**src/rtl/uart_word_rx.sv**
```systemverilog
// uart_word_rx: 8N1 MSB-first serial receiver packing four bytes into a 32-bit word
//   clk, rst        : clock, asynchronous active-high reset
//   rxd             : serial input, idle high, asynchronous to clk
//   data_out        : received word, first byte in [31:24]
//   data_valid      : data_out holds an unconsumed word
//   data_ready      : consumer accepts the word
//   frame_err       : pulse, stop bit sampled low
//   overrun         : pulse, completed word dropped
//   timeout         : pulse, partial word discarded
//   busy            : bit FSM active or partial word pending
module uart_word_rx #(
    parameter int CLK_DIV      = 27,
    parameter int OVS          = 16,
    parameter int TIMEOUT_BITS = 20
) (
    input  logic        clk,
    input  logic        rst,
    input  logic        rxd,
    output logic [31:0] data_out,
    output logic        data_valid,
    input  logic        data_ready,
    output logic        frame_err,
    output logic        overrun,
    output logic        timeout,
    output logic        busy
);
    localparam int DW   = $clog2(CLK_DIV);
    localparam int CW   = $clog2(OVS);
    localparam int TMAX = TIMEOUT_BITS * OVS;
    localparam int TW   = $clog2(TMAX + 1);

    typedef enum logic [2:0] {IDLE, START, DATA, STOP, WAIT_HIGH} state_t;

    state_t      state_q, state_d;
    logic [2:0]  sync_q, sync_d;
    logic [DW-1:0] div_q, div_d;
    logic [CW-1:0] cnt_q, cnt_d;
    logic [2:0]  bitn_q, bitn_d;
    logic [7:0]  byte_q, byte_d;
    logic [31:0] word_q, word_d;
    logic [1:0]  bcnt_q, bcnt_d;
    logic [TW-1:0] idle_q, idle_d;
    logic [31:0] out_q, out_d;
    logic        valid_q, valid_d;
    logic        fe_q, fe_d;
    logic        ov_q, ov_d;
    logic        to_q, to_d;
    logic        rx, fall, tick, half, full;

    assign rx   = sync_q[1];
    assign fall = sync_q[2] & ~sync_q[1];
    assign tick = div_q == DW'(CLK_DIV - 1);
    assign half = tick & (cnt_q == CW'(OVS / 2 - 1));
    assign full = tick & (cnt_q == CW'(OVS - 1));

    always_comb begin
        sync_d  = {sync_q[1:0], rxd};
        state_d = state_q;
        div_d   = tick ? '0 : div_q + 1'b1;
        cnt_d   = tick ? cnt_q + 1'b1 : cnt_q;
        bitn_d  = bitn_q;
        byte_d  = byte_q;
        word_d  = word_q;
        bcnt_d  = bcnt_q;
        idle_d  = '0;
        out_d   = out_q;
        valid_d = valid_q & ~data_ready;
        fe_d    = 1'b0;
        ov_d    = 1'b0;
        to_d    = 1'b0;
        if (state_q == IDLE && bcnt_q != 2'd0) begin
            idle_d = tick ? idle_q + 1'b1 : idle_q;
            if (tick && idle_q == TW'(TMAX - 1)) begin
                to_d   = 1'b1;
                bcnt_d = 2'd0;
                word_d = '0;
                idle_d = '0;
            end
        end
        case (state_q)
            IDLE: if (fall) begin
                state_d = START;
                div_d   = '0;
                cnt_d   = '0;
            end
            START: if (half) begin
                cnt_d   = '0;
                bitn_d  = 3'd0;
                state_d = rx ? IDLE : DATA;
            end
            DATA: if (full) begin
                cnt_d   = '0;
                byte_d  = {byte_q[6:0], rx};
                bitn_d  = bitn_q + 3'd1;
                state_d = bitn_q == 3'd7 ? STOP : DATA;
            end
            STOP: if (full) begin
                cnt_d = '0;
                if (rx) begin
                    state_d = IDLE;
                    word_d  = {word_q[23:0], byte_q};
                    bcnt_d  = bcnt_q + 2'd1;
                    if (bcnt_q == 2'd3) begin
                        // holding register frees up on an accept in this same cycle
                        if (!valid_q || data_ready) begin
                            out_d   = {word_q[23:0], byte_q};
                            valid_d = 1'b1;
                        end else begin
                            ov_d = 1'b1;
                        end
                    end
                end else begin
                    state_d = WAIT_HIGH;
                    fe_d    = 1'b1;
                    bcnt_d  = 2'd0;
                    word_d  = '0;
                end
            end
            WAIT_HIGH: if (rx) state_d = IDLE;
            default: state_d = IDLE;
        endcase
    end

    always_ff @(posedge clk or posedge rst) begin
        if (rst) begin
            state_q <= IDLE;
            sync_q  <= 3'b111;
            div_q   <= '0;
            cnt_q   <= '0;
            bitn_q  <= '0;
            byte_q  <= '0;
            word_q  <= '0;
            bcnt_q  <= '0;
            idle_q  <= '0;
            out_q   <= '0;
            valid_q <= 1'b0;
            fe_q    <= 1'b0;
            ov_q    <= 1'b0;
            to_q    <= 1'b0;
        end else begin
            state_q <= state_d;
            sync_q  <= sync_d;
            div_q   <= div_d;
            cnt_q   <= cnt_d;
            bitn_q  <= bitn_d;
            byte_q  <= byte_d;
            word_q  <= word_d;
            bcnt_q  <= bcnt_d;
            idle_q  <= idle_d;
            out_q   <= out_d;
            valid_q <= valid_d;
            fe_q    <= fe_d;
            ov_q    <= ov_d;
            to_q    <= to_d;
        end
    end

    assign data_out   = out_q;
    assign data_valid = valid_q;
    assign frame_err  = fe_q;
    assign overrun    = ov_q;
    assign timeout    = to_q;
    assign busy       = (state_q != IDLE) || (bcnt_q != 2'd0);
endmodule

```
**config.mk**
```make
export PLATFORM = sky130hd
export DESIGN_NAME = uart_word_rx
export DESIGN_NICKNAME = d
export VERILOG_FILES = /design/src/rtl/uart_word_rx.sv
export SDC_FILE = /design/constraint.sdc
export NUM_CORES = 1
export LEC_CHECK = 0
export CAP_MARGIN = 20
export CORE_MARGIN = 2
export CORE_UTILIZATION = 45
export CTS_CLUSTER_DIAMETER = 150
export DETAILED_ROUTE_END_ITERATION = 7
export PLACE_DENSITY = 0.64
export SYNTH_ARGS = -nofsm -noshare
export SYNTH_HDL_FRONTEND = slang
export SYNTH_SLANG_ARGS = --single-unit
```
**constraint.sdc**
```tcl
create_clock -name clk -period 3.6 [get_ports clk]
set_clock_uncertainty 0.05 [all_clocks]
set_input_delay 0.72 -clock clk [delete_from_list [all_inputs] [get_ports clk]]
set_output_delay 0.72 -clock clk [all_outputs]
set_load 0.02 [all_outputs]
```
* Word level (Yosys, flattened, before mapping)
Cells that the tools add are included.
** Storage, ports and cells
- Logic and storage cells :: 103
- Bits of input ports :: 4
- Register bits after elaboration :: 105
** Cells by class
- Bitwise gates (word level) :: 6
- Multiplexer cells :: 48
- Reductions and logical operators :: 14
- Equality and inequality tests :: 16
- $add $sub $neg :: 5
** Operators by type and width (number)
- $mux W32 :: 5
- $mux W9 :: 3
- $mux W3 :: 8
- $mux W1 :: 16
- $mux W4 :: 4
- $mux W5 :: 3
- $pmux W3 S5 :: 1
- $mux W2 :: 6
- $pmux W4 S3 :: 1
- $ne A2 B2 Y1 const B :: 5
- $reduce_and A5 Y1 :: 2
- $add A9 B1 Y9 const B :: 1
- $eq A9 B9 Y1 const B :: 1
- $eq A3 B2 Y1 const B :: 2
- $eq A3 B3 Y1 const B :: 2
- $pmux W3 S2 :: 1
- $add A5 B1 Y5 const B :: 1
- $eq A5 B5 Y1 const B :: 1
- $add A4 B1 Y4 const B :: 1
- $and A1 B1 Y1 :: 4
- $eq A4 B3 Y1 const B :: 1
- $eq A4 B4 Y1 const B :: 1
- $reduce_bool A2 Y1 :: 2
- $add A3 B1 Y3 const B :: 1
- 13 further kinds :: 16

* Depth between registers and ports, before layout
Gate-level depths: netlist of the first run.
- Depth in word-level cells :: 7
- Depth in mapped cells :: 9
- Gate-level depth less buffers :: 6

* Worst setup path before layout of the first run
OpenSTA, ideal clock, no wires.
- Path type :: register to register
- From :: register div_q[0]
- To :: register out_q[0] (netlist: data_out[0])
- Data required time :: 3425 ps
- Cell stages (with the launch flop) :: 10
- Path buffers :: 3
- Slack :: 1035 ps
- Data arrival time :: 2390 ps
- Cell sequence :: dfrtp_1 > inv_1 > ha_1 > nand4b_4 > or4_4 > buf_6 > or3b_1 > buf_6 > buf_12 > mux2_4
** On the way
- Longest elaborated chain between the ends :: 3
** RTL lines
- start, declared :: line 36 : logic [DW-1:0] div_q, div_d;
- start signal, assigned :: line 143 : div_q <= div_d;
- $eq A5 B5 Y1 :: line 52 : assign tick = div_q == DW'(CLK_DIV - 1);
- $and A1 B1 Y1 :: line 54 : assign full = tick & (cnt_q == CW'(OVS - 1));
- $reduce_and A5 Y1 (no source line)
- end signal, assigned :: line 150 : out_q <= out_d;
- end, declared :: line 43 : logic [31:0] out_q, out_d;
Every way passes these cells.
A chain may end at the register's enable or synchronous reset.

* Final worst setup path of the first run
- From :: register div_q[0]
- To :: register out_q[18] (netlist: data_out[18])
Same word-level chain as after synthesis.

==> results.yml, run 1 <==
timing:
  setup_tns_ps: 0
  hold_viol: 0
  grt_setup_unrepaired: "no"
  finalCritPeriodShare_pct: 81.9
  setup_viol: 0
  max_freq_ghz: 0.339
  min_period_ps: 2950
  max_slew_margin_pct: 45.2
  tightest_slew_ps: 812
  slew_violations: 0
floorplan:
  die_area_um2: 10500
  core_um2: 9330
  row_count: 35
  io_pins: 41
  start_util_pct: 46.9
  fp.dieW_um: 103
  die_h_um: 103
place:
  place_area_um2: 4860
  gp_congestion: 0.769
  dp_hpwl_um: 5290
  io_buffers: 40
  dpl.cell_count: 511
clock_tree:
  postCtsSetupBuffers: 0
  cts_root_buffer: "clkbuf_8"
  path_clk_slew_ps: 100
  cts_resized: 0
  cts_tree: "built"
  cts_buffers: 9
  hold_buffers: 0
  cts_max_path_buffers: 2
  clock_latency_ps: 370
  htreeDepth: 3
  clock-sinks: 97
final_layout:
  n_fill_cell: 789
  fin_cells: 528
  finish.instance_area_um2: 5100
  final_nets: 407
  layout_common_cells: "dfrtp_1, nand2_1, clkdlybuf4s50_1"
  final_common_cell: "dfrtp_1"
  area_delta_synth_final_pct: 16.6
  num_antenna_cells: 0
  drive_gt1_share_pct: 18.3
drt:
  drt_first_pass_iters: 4
  routed_wl_um: 8140
  vias: 2809
  drt-initial-drc-count: 161
  drc: 0
  wl_per_cell_um: 15.4
  final_antenna_net_count: 0
  vias_per_cell: 5.32
critical_path:
  timing.rr.end: "data_out[18]$_DFFE_PP0P_"
  worstRegToRegCells: 7
  crit_type: "reg2reg"
  cp-start-kind: "flip-flop"
  cp.required_ps: 3800
  rr_startpoint: "div_q[0]$_DFF_PP0_"
  endpoint: "data_out[18]$_DFFE_PP0P_"
  crit_arrival_ps: 3150
  startpoint: "div_q[0]$_DFF_PP0_"
  r2r_setup_slack_ps: 650
  end_kind: "flip-flop"
  crit_fanout: 28
worst_hold_path:
  min_path_type: "reg2reg"
logic_synthesis:
  ys_warn_count: 0
  ys_ff_latch: 97
  synth-main-ff-cell: "dfrtp_1"
  avgSynthCellArea_um2: 12.2
  synthArstFlopShare_pct: 100
  synth_edf_count: 0
  syn_inst: 360
  ys_seq_area_share_pct: 55.6
  syn-num-nets: 373
  ys_types: 48
  synth_area_um2: 4380
grt:
  grt-ovfl-total: 0
  global_route.usage.total_pct: 16.8
  grt_max_degree: 47
  grt_pass1_wl_um: 13900
  grt_pass1_vias: 2783
  antenna_found_initial: 0
pwr:
  powerDensity_nw_per_um2: 410
  ir_worst_vdd_mv: 0.208
  leakagePower_nw: 2.33
flow_run:
  drv_cap: 0
status:
  status: "completed"
sequential cells by signal, indices dropped and copies added (netlist names), 4 cells and up:
signal	flops
byte_q	8
cnt_q	4
data_out	32
div_q	5
idle_q	9
word_q	24
layout make-up:
class,count,area (µm²),area share [%]
inverter,7,27.5,0.540
clock inverter,7,92.6,1.82
multi-input combinational,231,1760,34.5
sequential,97,2430,47.7
tap,129,161,3.16
timing repair buffer,48,505,9.91
clock buffer,9,124,2.43
worst min path at each step:
stage,slack (ps),cells past startpoint,to,startpoint
after detailed placement,300,0,sync_q[1]$_DFF_PP1_,sync_q[0]$_DFF_PP1_
after floorplan,300,0,sync_q[1]$_DFF_PP1_,sync_q[0]$_DFF_PP1_
after global placement,300,0,sync_q[1]$_DFF_PP1_,sync_q[0]$_DFF_PP1_
after CTS,310,0,sync_q[1]$_DFF_PP1_,sync_q[0]$_DFF_PP1_
final,310,0,sync_q[1]$_DFF_PP1_,sync_q[0]$_DFF_PP1_
after global routing,320,0,sync_q[1]$_DFF_PP1_,sync_q[0]$_DFF_PP1_
worst max-delay path, cell delays in order, from the launching register on:
cell      delay (ps)
dfrtp_1          410
inv_1             70
ha_1             200
nand4b_4         180
or4_4            730
or3b_2           630
buf_12           230
mux2_4           320
Yosys cell counts (3+ instances only):
master     count  share of area [%]
dfrtp_1       94                 54
nand2_1       40                3.4
mux2_4        30                 10
o21ai_0       29                3.3
o211ai_1      26                4.5
nor2_1        22                1.9
clkbuf_1      17                1.5
mux2_2        10                2.6
ha_1           9                2.6
xor2_1         8                1.6
inv_1          7               0.60
nand3_1        6               0.69
nand4_1        4               0.57
o2111ai_1      4               0.80
xnor2_1        4               0.80
a21oi_1        3               0.34
buf_12         3                1.4
dfstp_2        3                1.8
nand2b_1       3               0.43
where the power goes:
part           internal, mW  switching, mW  total (mW)
combinational        0.0682         0.0852       0.153
clock                 0.341          0.412       0.752
sequential             1.13         0.0503        1.18
total                  1.54          0.547        2.09
through the flow:
step	worst slack (ps)	power (mW)	hold slack, ps	utilization, %
2_1_floorplan	301	1.32	295	-
3_5_place_dp	666	1.36	297	52.1
3_3_place_gp	696	1.36	296	52.1
5_1_grt	524	2.19	319	54.7
4_1_cts	654	2.11	311	54.4
6_report	652	2.09	310	54.7
cells by family after synthesis:
kind of cell / count (synthesis) / share of synthesized area, %
mux: 41 / 13.1
compound gates: 76 / 11.6
simple gates: 93 / 10.6
xor+xnor: 12 / 2.40
flops: 97 / 55.6
fa+ha+maj: 9 / 2.57
buf+inv: 32 / 4.23
layer usage:
| metal | global-route usage, % | wire [µm] | vias up |
|---|---|---|---|
| met5 | 0 | 0 | - |
| met4 | 6.46 | 137 | 0 |
| met3 | 2.51 | 179 | 9 |
| met2 | 24.8 | 3770 | 38 |
| met1 | 25.2 | 4060 | 1410 |
| li1 | - | - | 1352 |
No activity file was read; power rests on OpenSTA's default activity.
==> inputs of run 2 (changes only) <==
==> constraint.sdc (replaced) <==
create_clock -name clk -period 3 [get_ports clk]
set_clock_uncertainty 0.05 [all_clocks]
set_input_delay 0.6 -clock clk [delete_from_list [all_inputs] [get_ports clk]]
set_output_delay 0.6 -clock clk [all_outputs]
set_load 0.02 [all_outputs]
==> results.yml, run 2 (same netlist as run 1, synthesis figures left out) <==
pwr:
  leakagePower_nw: 2.31
  ir_worst_vdd_mv: 0.212
  powerDensity_nw_per_um2: 481
  p_total_mw: 2.44
floorplan:
  io_pins: 41
  row_count: 35
  die_h_um: 103
  start_util_pct: 46.9
  die_area_um2: 10500
  core_um2: 9330
  fp.dieW_um: 103
drt:
  final_antenna_net_count: 0
  wl_per_cell_um: 15.3
  drc: 0
  vias_per_cell: 5.33
  routed_wl_um: 8110
  drt-initial-drc-count: 166
  vias: 2827
  drt_first_pass_iters: 4
critical_path:
  worstRegToRegCells: 7
  cp-start-kind: "flip-flop"
  end_kind: "flip-flop"
  r2r_setup_slack_ps: 360
  cp_num_buf_inv: 2
  rr_startpoint: "div_q[0]$_DFF_PP0_"
  crit_family: "simple AND/OR/NAND/NOR gates"
  path_cells: "inv_1, ha_1, nand4b_4, or4_4, or3b_2, buf_12, mux2_4"
  max_stage_delay_ps: 550
  cp.required_ps: 3210
  crit_arrival_ps: 2850
  crit_slowest_cell: "or4_4"
  crit_fanout: 32
  crit_type: "reg2reg"
  timing.rr.end: "data_out[5]$_DFFE_PP0P_"
worst_hold_path:
  whs_path_depth: 0
  min_path_type: "reg2reg"
  hold_start: "sync_q[0]$_DFF_PP1_"
  min_to: "sync_q[1]$_DFF_PP1_"
clock_tree:
  htreeDepth: 3
  cts_max_path_buffers: 2
  cts_resized: 0
  path_clk_slew_ps: 100
  hold_buffers: 0
  cts_root_buffer: "clkbuf_8"
  clock_latency_ps: 360
  cts_buffers: 9
  postCtsSetupBuffers: 0
  cts_tree: "built"
  clock-sinks: 97
status:
  status: "completed"
flow_run:
  drv_cap: 0
place:
  dp_hpwl_um: 5090
  gp_congestion: 0.744
  io_buffers: 40
timing:
  slew_violations: 0
  grt_setup_unrepaired: "no"
  hold_viol: 0
  finalCritPeriodShare_pct: 88.0
  min_period_ps: 2640
  tightest_slew_ps: 870
  holdWs_ps: 312
  setup_viol: 0
  setup_tns_ps: 0
  max_freq_ghz: 0.379
  max_slew_margin_pct: 41.2
grt:
  grt_pass1_wl_um: 13500
  grt_max_degree: 98
  grt_pass1_vias: 2729
  antenna_found_initial: 0
  grt-ovfl-total: 0
  global_route.usage.total_pct: 16.4
final_layout:
  final_common_cell: "dfrtp_1"
  drive_gt1_share_pct: 18.7
  fin_util_pct: 54.5
  final_nets: 409
  area_delta_synth_final_pct: 16.1
  n_fill_cell: 832
  layout_common_cells: "dfrtp_1, nand2_1, clkdlybuf4s50_1"
  num_antenna_cells: 0
  largest_reg_flops: 32
run 2: cell count changes in the layout (fill, tap and decap cells not counted):
| cell | delta |
|---|---|
| clkinv_4 | +1 |
| bufinv_16 | -1 |
| clkbuf_8 | +1 |
| buf_4 | +3 |
| inv_6 | -2 |
| clkinvlp_4 | +2 |
| clkinv_2 | -1 |
| buf_16 | -1 |
run 2: worst max path at each step:
stage | from | to | slack [ps] | depth (start not counted)
floorplan | div_q[0]$_DFF_PP0_ | data_out[0]$_DFFE_PP0P_ | 440 | 9
global placement | div_q[0]$_DFF_PP0_ | data_out[4]$_DFFE_PP0P_ | 440 | 7
detailed placement | div_q[0]$_DFF_PP0_ | data_out[3]$_DFFE_PP0P_ | 380 | 7
CTS | div_q[0]$_DFF_PP0_ | data_out[0]$_DFFE_PP0P_ | 370 | 7
global route | div_q[0]$_DFF_PP0_ | data_out[15]$_DFFE_PP0P_ | 260 | 7
finish | div_q[0]$_DFF_PP0_ | data_out[5]$_DFFE_PP0P_ | 360 | 7
run 2: metrics by stage:
step	std cells	worst slack (ps)	instance area [µm²]
after global placement	514	437	4880
after CTS	530	369	5080
after floorplan	360	435	4380
final	530	359	5080
after detailed placement	514	382	4880
after global routing	530	260	5080
run 2: power breakdown:
part           internal (mW)  switching [mW]  total [mW]
Clock                  0.343           0.492       0.835
Combinational         0.0811           0.103       0.184
Sequential              1.36          0.0630        1.42
Total                   1.79           0.658        2.44
run 2: final cells by class:
type                    instances  area (µm²)  share of cell area (%)
well taps                     129         161                    3.18
clock inverters                 6        61.3                    1.21
multi-input cells             231        1760                    34.6
inverters                       7        30.0                   0.591
flip-flops and latches         97        2430                    47.8
clock buffers                  10         138                    2.71
repair buffers                 50         500                    9.85
run 2: per-layer routing:
metal / track usage, % / vias up / routed length (µm)
met1: 24.2 / 1405 / 4060
met5: 0 / - / 0
met2: 24.5 / 56 / 3670
li1: - / 1357 / -
met4: 5.85 / 0 / 108
met3: 2.98 / 9 / 272
==> variant 1: new RTL, config.mk and constraints of run 2 <==
Make the reset (`rst`) synchronous in one clocked block. Comments in the files are not updated.
--- a/src/rtl/uart_word_rx.sv
+++ b/src/rtl/uart_word_rx.sv
@@ -121,7 +121,7 @@
         endcase
     end
 
-    always_ff @(posedge clk or posedge rst) begin
+    always_ff @(posedge clk) begin
         if (rst) begin
             state_q <= IDLE;
             sync_q  <= 3'b111;
Behaviour: differs if rst is asserted again (counterexample within 4 cycles, from zero or initial values and one cycle with rst high); with rst held inactive, the same outputs for 10 cycles.
==> variant 1 against run 2 <==
- first-iteration DRC count increased by 20%
- global-route usage up 0.66 points
- sequential cell count is the same
- via count grew 14%
- synthesized cell count up 27%
- setup slack improved by 0.13 ns
- final area decreased by 6.1%
- synthesized area decreased by 5.0%
- worst hold slack improved by 0.062 ns
- wire length rose by 0.54%
- highest routed layer unchanged
Power is not compared: it rests on default switching activity, and its combinational part moved more than twofold at a synthesized area within 25%.
==> variant 1: results (changes against run 2) <==
status - complete, no violations
global-route wire length before repair - 13790 µm (+1.9%)
post-placement cell area - 4567 µm² (-6.5%)
max FFs per register - 32 (unchanged)
top sig layer - met4
Cells after Synth - 456 (+27%)
largest cells by area after synthesis - dfxtp_1 (47%), mux2i_1 (10%), nand2_1 (9.6%), o32ai_1 (5.3%), nand3_1 (4.1%)
input/output buffers - 40 (unchanged)
Metal-1 WL - 4145 µm (+2.1%)
worst r2r src - div_q[0]$_SDFF_PP0_
final WL - 8156 µm (+0.54%)
Syn Nets - 469 (+26%)
post-CTS setup buffer count - 0 (unchanged)
initial antenna violation count - 0 (unchanged)
largest net degree at the start of global routing - 58 (-41%)
H-tree levels - 3 (unchanged)
Hold WC Path Type - register to register
ys flop type - dfxtp_1
Worst R2R Path Depth - 7 (unchanged)
CTS Buf Count - 9 (unchanged)
detailed placement HPWL - 5334 µm (+4.7%)
Yosys Warn Count - 0 (unchanged)
final RePlAce weighted congestion - 0.8427 (+13%)
number of nets in the layout - 492 (+20%)
fraction of layout cells with a size suffix above 1 - 0.07231 (-0.1147)
antenna fix cells - 0 (unchanged)
CP max FO - 17 (-47%)
setup TNS - 0 ns (unchanged)
wire length on met3 - 320 µm (+18%)
Hold Path Depth - 1 (+1)
pre-CTS setup slack - 0.5776 ns (+0.1951 ns)
beginning of the critical path - state_q[0]$_SDFFE_PP0P_
Worst Min Path Start - sync_q[0]$_SDFF_PP1_
DRT Pass-1 Iters - 4 (unchanged)
Async SR Flop Fraction - 0 (-1.000)
Placed Cells - 579 (+13%)
sequential share of the synthesized area - 0.4673 (-0.08829)
WL met2 - 3487 µm (-5.0%)
Skew-Pair Late Insertion Delay - 0.36 ns (about the same)
CP max stage delay - 0.66 ns (+0.11 ns)
Crit path arrival time - 1.86 ns (-0.99 ns)
most common library cells after synthesis - nand2_1 (106), dfxtp_1 (97), mux2i_1 (42)
Vias - 3221 (+14%)
Leakage - 1.612 nW
Worst slew margin - 0.4982 (+0.08609)
GRT Total Usage - 0.1709 (+0.006591)
Slew Viols, Final - 0 (unchanged)
vias in the first global route - 2883 (+5.6%)
VDD IR-drop max - 0.2066 mV
wire per inst - 13.71 µm (-10%)
Initial DRC Count - 199 (+20%)
CTS Buffer Depth - 2 (unchanged)
Yosys cell types - 48 (unchanged)
Worst-path clk slew - 0.09 ns
Crit path max-delay family - flip-flops
crit path max-delay cell type - dfxtp_1
Clock Tree Root - clkbuf_8
-- variant 1: changes by cell type in the layout (fill, tap and decap cells not counted), moves of 8 or more --
cell	change
nand2_1	+66
mux2_2	-10
o21ai_0	-27
o32ai_1	+25
mux2_4	-30
mux2i_1	+41
o211ai_1	-25
nor2_1	+8
nand3_1	+28
dfxtp_1	+97
dfrtp_1	-94
-- variant 1: final cells by class --
class / instances / area, µm²
clock buffer: 10 / 127.6
fill: 881 / 4339
multi-input combinational: 317 / 1991
inverter: 6 / 22.52
clock inverter: 6 / 75.07
tap: 111 / 138.9
sequential: 97 / 1942
timing repair buffer: 48 / 473.0
-- variant 1: worst paths after layout --
kind | slack [ns] | end
min | 0.37 | sync_q[1]$_SDFF_PP1_
min reg2reg | 0.37 | sync_q[1]$_SDFF_PP1_
max | 0.49 | busy
max reg2reg | 0.71 | data_out[3]$_SDFFE_PP0P_
-- variant 1: kinds of logic (layout without fill, tap and decap cells) --
logic type      after synthesis  in the layout  share of synthesized area
simple gates                210            210                     0.2418
flops                        97             97                     0.4673
compound gates               43             43                    0.08100
mux                          42             42                     0.1012
buf+inv                      42             70                    0.05420
xor+xnor                     13             13                    0.02740
fa+ha+maj                     9              9                    0.02710
-- variant 1: power breakdown --
part	total [mW]	switching (mW)	internal (mW)	leakage [nW]
Clock	0.880	0.481	0.399	0.0994
Combinational	0.0704	0.0471	0.0233	0.731
Sequential	1.30	0.00736	1.29	0.782
-- variant 1: routing by layer --
metal / global-route usage / vias to the layer above
met5: 0 / -
li1: - / 1620
met1: 0.2484 / 1520
met3: 0.04039 / 14
met2: 0.2401 / 67
met4: 0.07692 / 0
==> variant 2: new RTL, flow settings as in run 2 <==
Made on the original files. The parameter `OVS` goes from 16 to 32.
--- a/src/rtl/uart_word_rx.sv
+++ b/src/rtl/uart_word_rx.sv
@@ -10,7 +10,7 @@
 //   busy            : bit FSM active or partial word pending
 module uart_word_rx #(
     parameter int CLK_DIV      = 27,
-    parameter int OVS          = 16,
+    parameter int OVS          = 32,
     parameter int TIMEOUT_BITS = 20
 ) (
     input  logic        clk,
Behaviour: same outputs for any inputs over 10 cycles, from zero or initial values and one cycle with rst high; that may be too few to reach the edited logic, so the function may still have changed.
==> variant 2 against run 2 <==
- final area down 4.9%
- sequential share of layout area up 3.5 points
- synthesized area down 5.4%
- setup slack better by 0.097 ns
- combinational power down 3%
- clock power down 1%
- sequential cell count up 2
- wire length down 8.8%
- total power up 0.13%
- synthesized cell count down 14%
- largest cell class unchanged
- utilization down 1.1 points
==> variant 2: results (changes against run 2) <==
wire length on met3 - 223 µm (-18%)
GR met3 Demand/Resource - 0.03273 (+0.002899)
CP max stage delay - 0.57 ns (+0.02 ns)
WL met2 - 3357 µm (-8.6%)
final RePlAce weighted congestion - 0.8084 (+8.7%)
Metal-1 WL - 3704 µm (-8.8%)
Fill cells - 769 (-7.6%)
CTS Buffer Depth - 2 (unchanged)
Initial DRC Count - 157 (-5.4%)
period utilization - 0.8480 (-0.03233)
number of nets in the layout - 357 (-13%)
status - complete, no violations
Adder-Cell Fraction of Synth Area - 0.02418 (-0.001560)
Vias/cell - 5.568 (+4.4%)
crit path max-delay cell type - o22a_1
XOR/XNOR share of the synthesized area - 0.02750 (+0.003480)
max_cap viols - 0 (unchanged)
Crit path arrival time - 2.74 ns (-0.11 ns)
vias in the first global route - 2529 (-7.3%)
post-placement cell area - 4643 µm² (-4.9%)
most common library cells after synthesis - dfrtp_1 (96), mux2_2 (35), a32o_1 (25)
GRT Total Usage - 0.1620 (-0.002308)
sequential share of the synthesized area - 0.5993 (+0.04366)
actual slew at the worst max-slew pin - 0.9721 ns (+0.1016 ns)
mux contribution to synthesized area - 0.1160 (-0.01492)
Compound-Gate Fraction of Synth Area - 0.1067 (-0.009135)
final WL - 7402 µm (-8.8%)
fraction of layout cells with a size suffix above 1 - 0.2057 (+0.01868)
largest net degree at the start of global routing - 100 (+2.0%)
met2 GRT Util - 0.2365 (-0.008863)
detailed placement HPWL - 4692 µm (-7.9%)
Leakage - 2.240 nW (-3.2%)
pre-CTS setup slack - 0.4612 ns (+0.07873 ns)
Worst R2R Path Depth - 6 (-1)
Yosys cell types - 53 (+10%)
Syn Nets - 321 (-14%)
largest cells by area after synthesis - dfrtp_1 (58%), mux2_2 (9.5%), a32o_1 (6.0%), ha_1 (2.4%), nor2_1 (2.0%)
## variant 2: through the flow
stage	utilization	power [mW]	hold WS, ns	cells
after floorplan	-	1.602	0.2952	309
after global placement	0.5122	1.647	0.2955	445
after detailed placement	0.5122	1.654	0.2968	445
after CTS	0.5333	2.478	0.3105	461
after global routing	0.5333	2.569	0.3187	461
final	0.5333	2.447	0.3101	461
## variant 2: final timing paths
kind / from / endpoint
setup / recovery: div_q[0]$_DFF_PP0_ / word_q[19]$_DFF_PP0_
hold / removal: sync_q[0]$_DFF_PP1_ / sync_q[1]$_DFF_PP1_
setup reg to reg: div_q[0]$_DFF_PP0_ / word_q[19]$_DFF_PP0_
hold reg to reg: sync_q[0]$_DFF_PP1_ / sync_q[1]$_DFF_PP1_
max in group asynchronous: rst / sync_q[1]$_DFF_PP1_
min in group asynchronous: rst / timeout$_DFF_PP0_
## variant 2: worst max-delay path, delay by kind of cell (launching register included)
family                   cells  cell delay [ns]
AO/OA/AOI/OAI                2             0.94
adder cells (fa/ha/maj)      1             0.20
buffers and inverters        1             0.07
flip-flops                   1             0.42
AND/OR/NAND/NOR              2             0.74
## variant 2: cell type report
class / count / area share
sequential: 99 / 0.5132
multi-input combinational: 183 / 0.3191
timing repair buffer: 45 / 0.09317
tap: 111 / 0.02873
clock buffer: 10 / 0.02847
clock inverter: 6 / 0.01113
inverter: 7 / 0.006211
## variant 2: power breakdown
group	switching, mW	leakage (nW)	internal (mW)
combinational	0.0976	0.785	0.0808
sequential	0.0621	1.36	1.38
clock	0.484	0.0954	0.339
## variant 2: cells by family after synthesis
family,count (synthesis)
XOR/XNOR,13
AO/OA/AOI/OAI,50
buffers and inverters,27
flip-flops,99
multiplexers,41
AND/OR/NAND/NOR,71
adder cells (fa/ha/maj),8
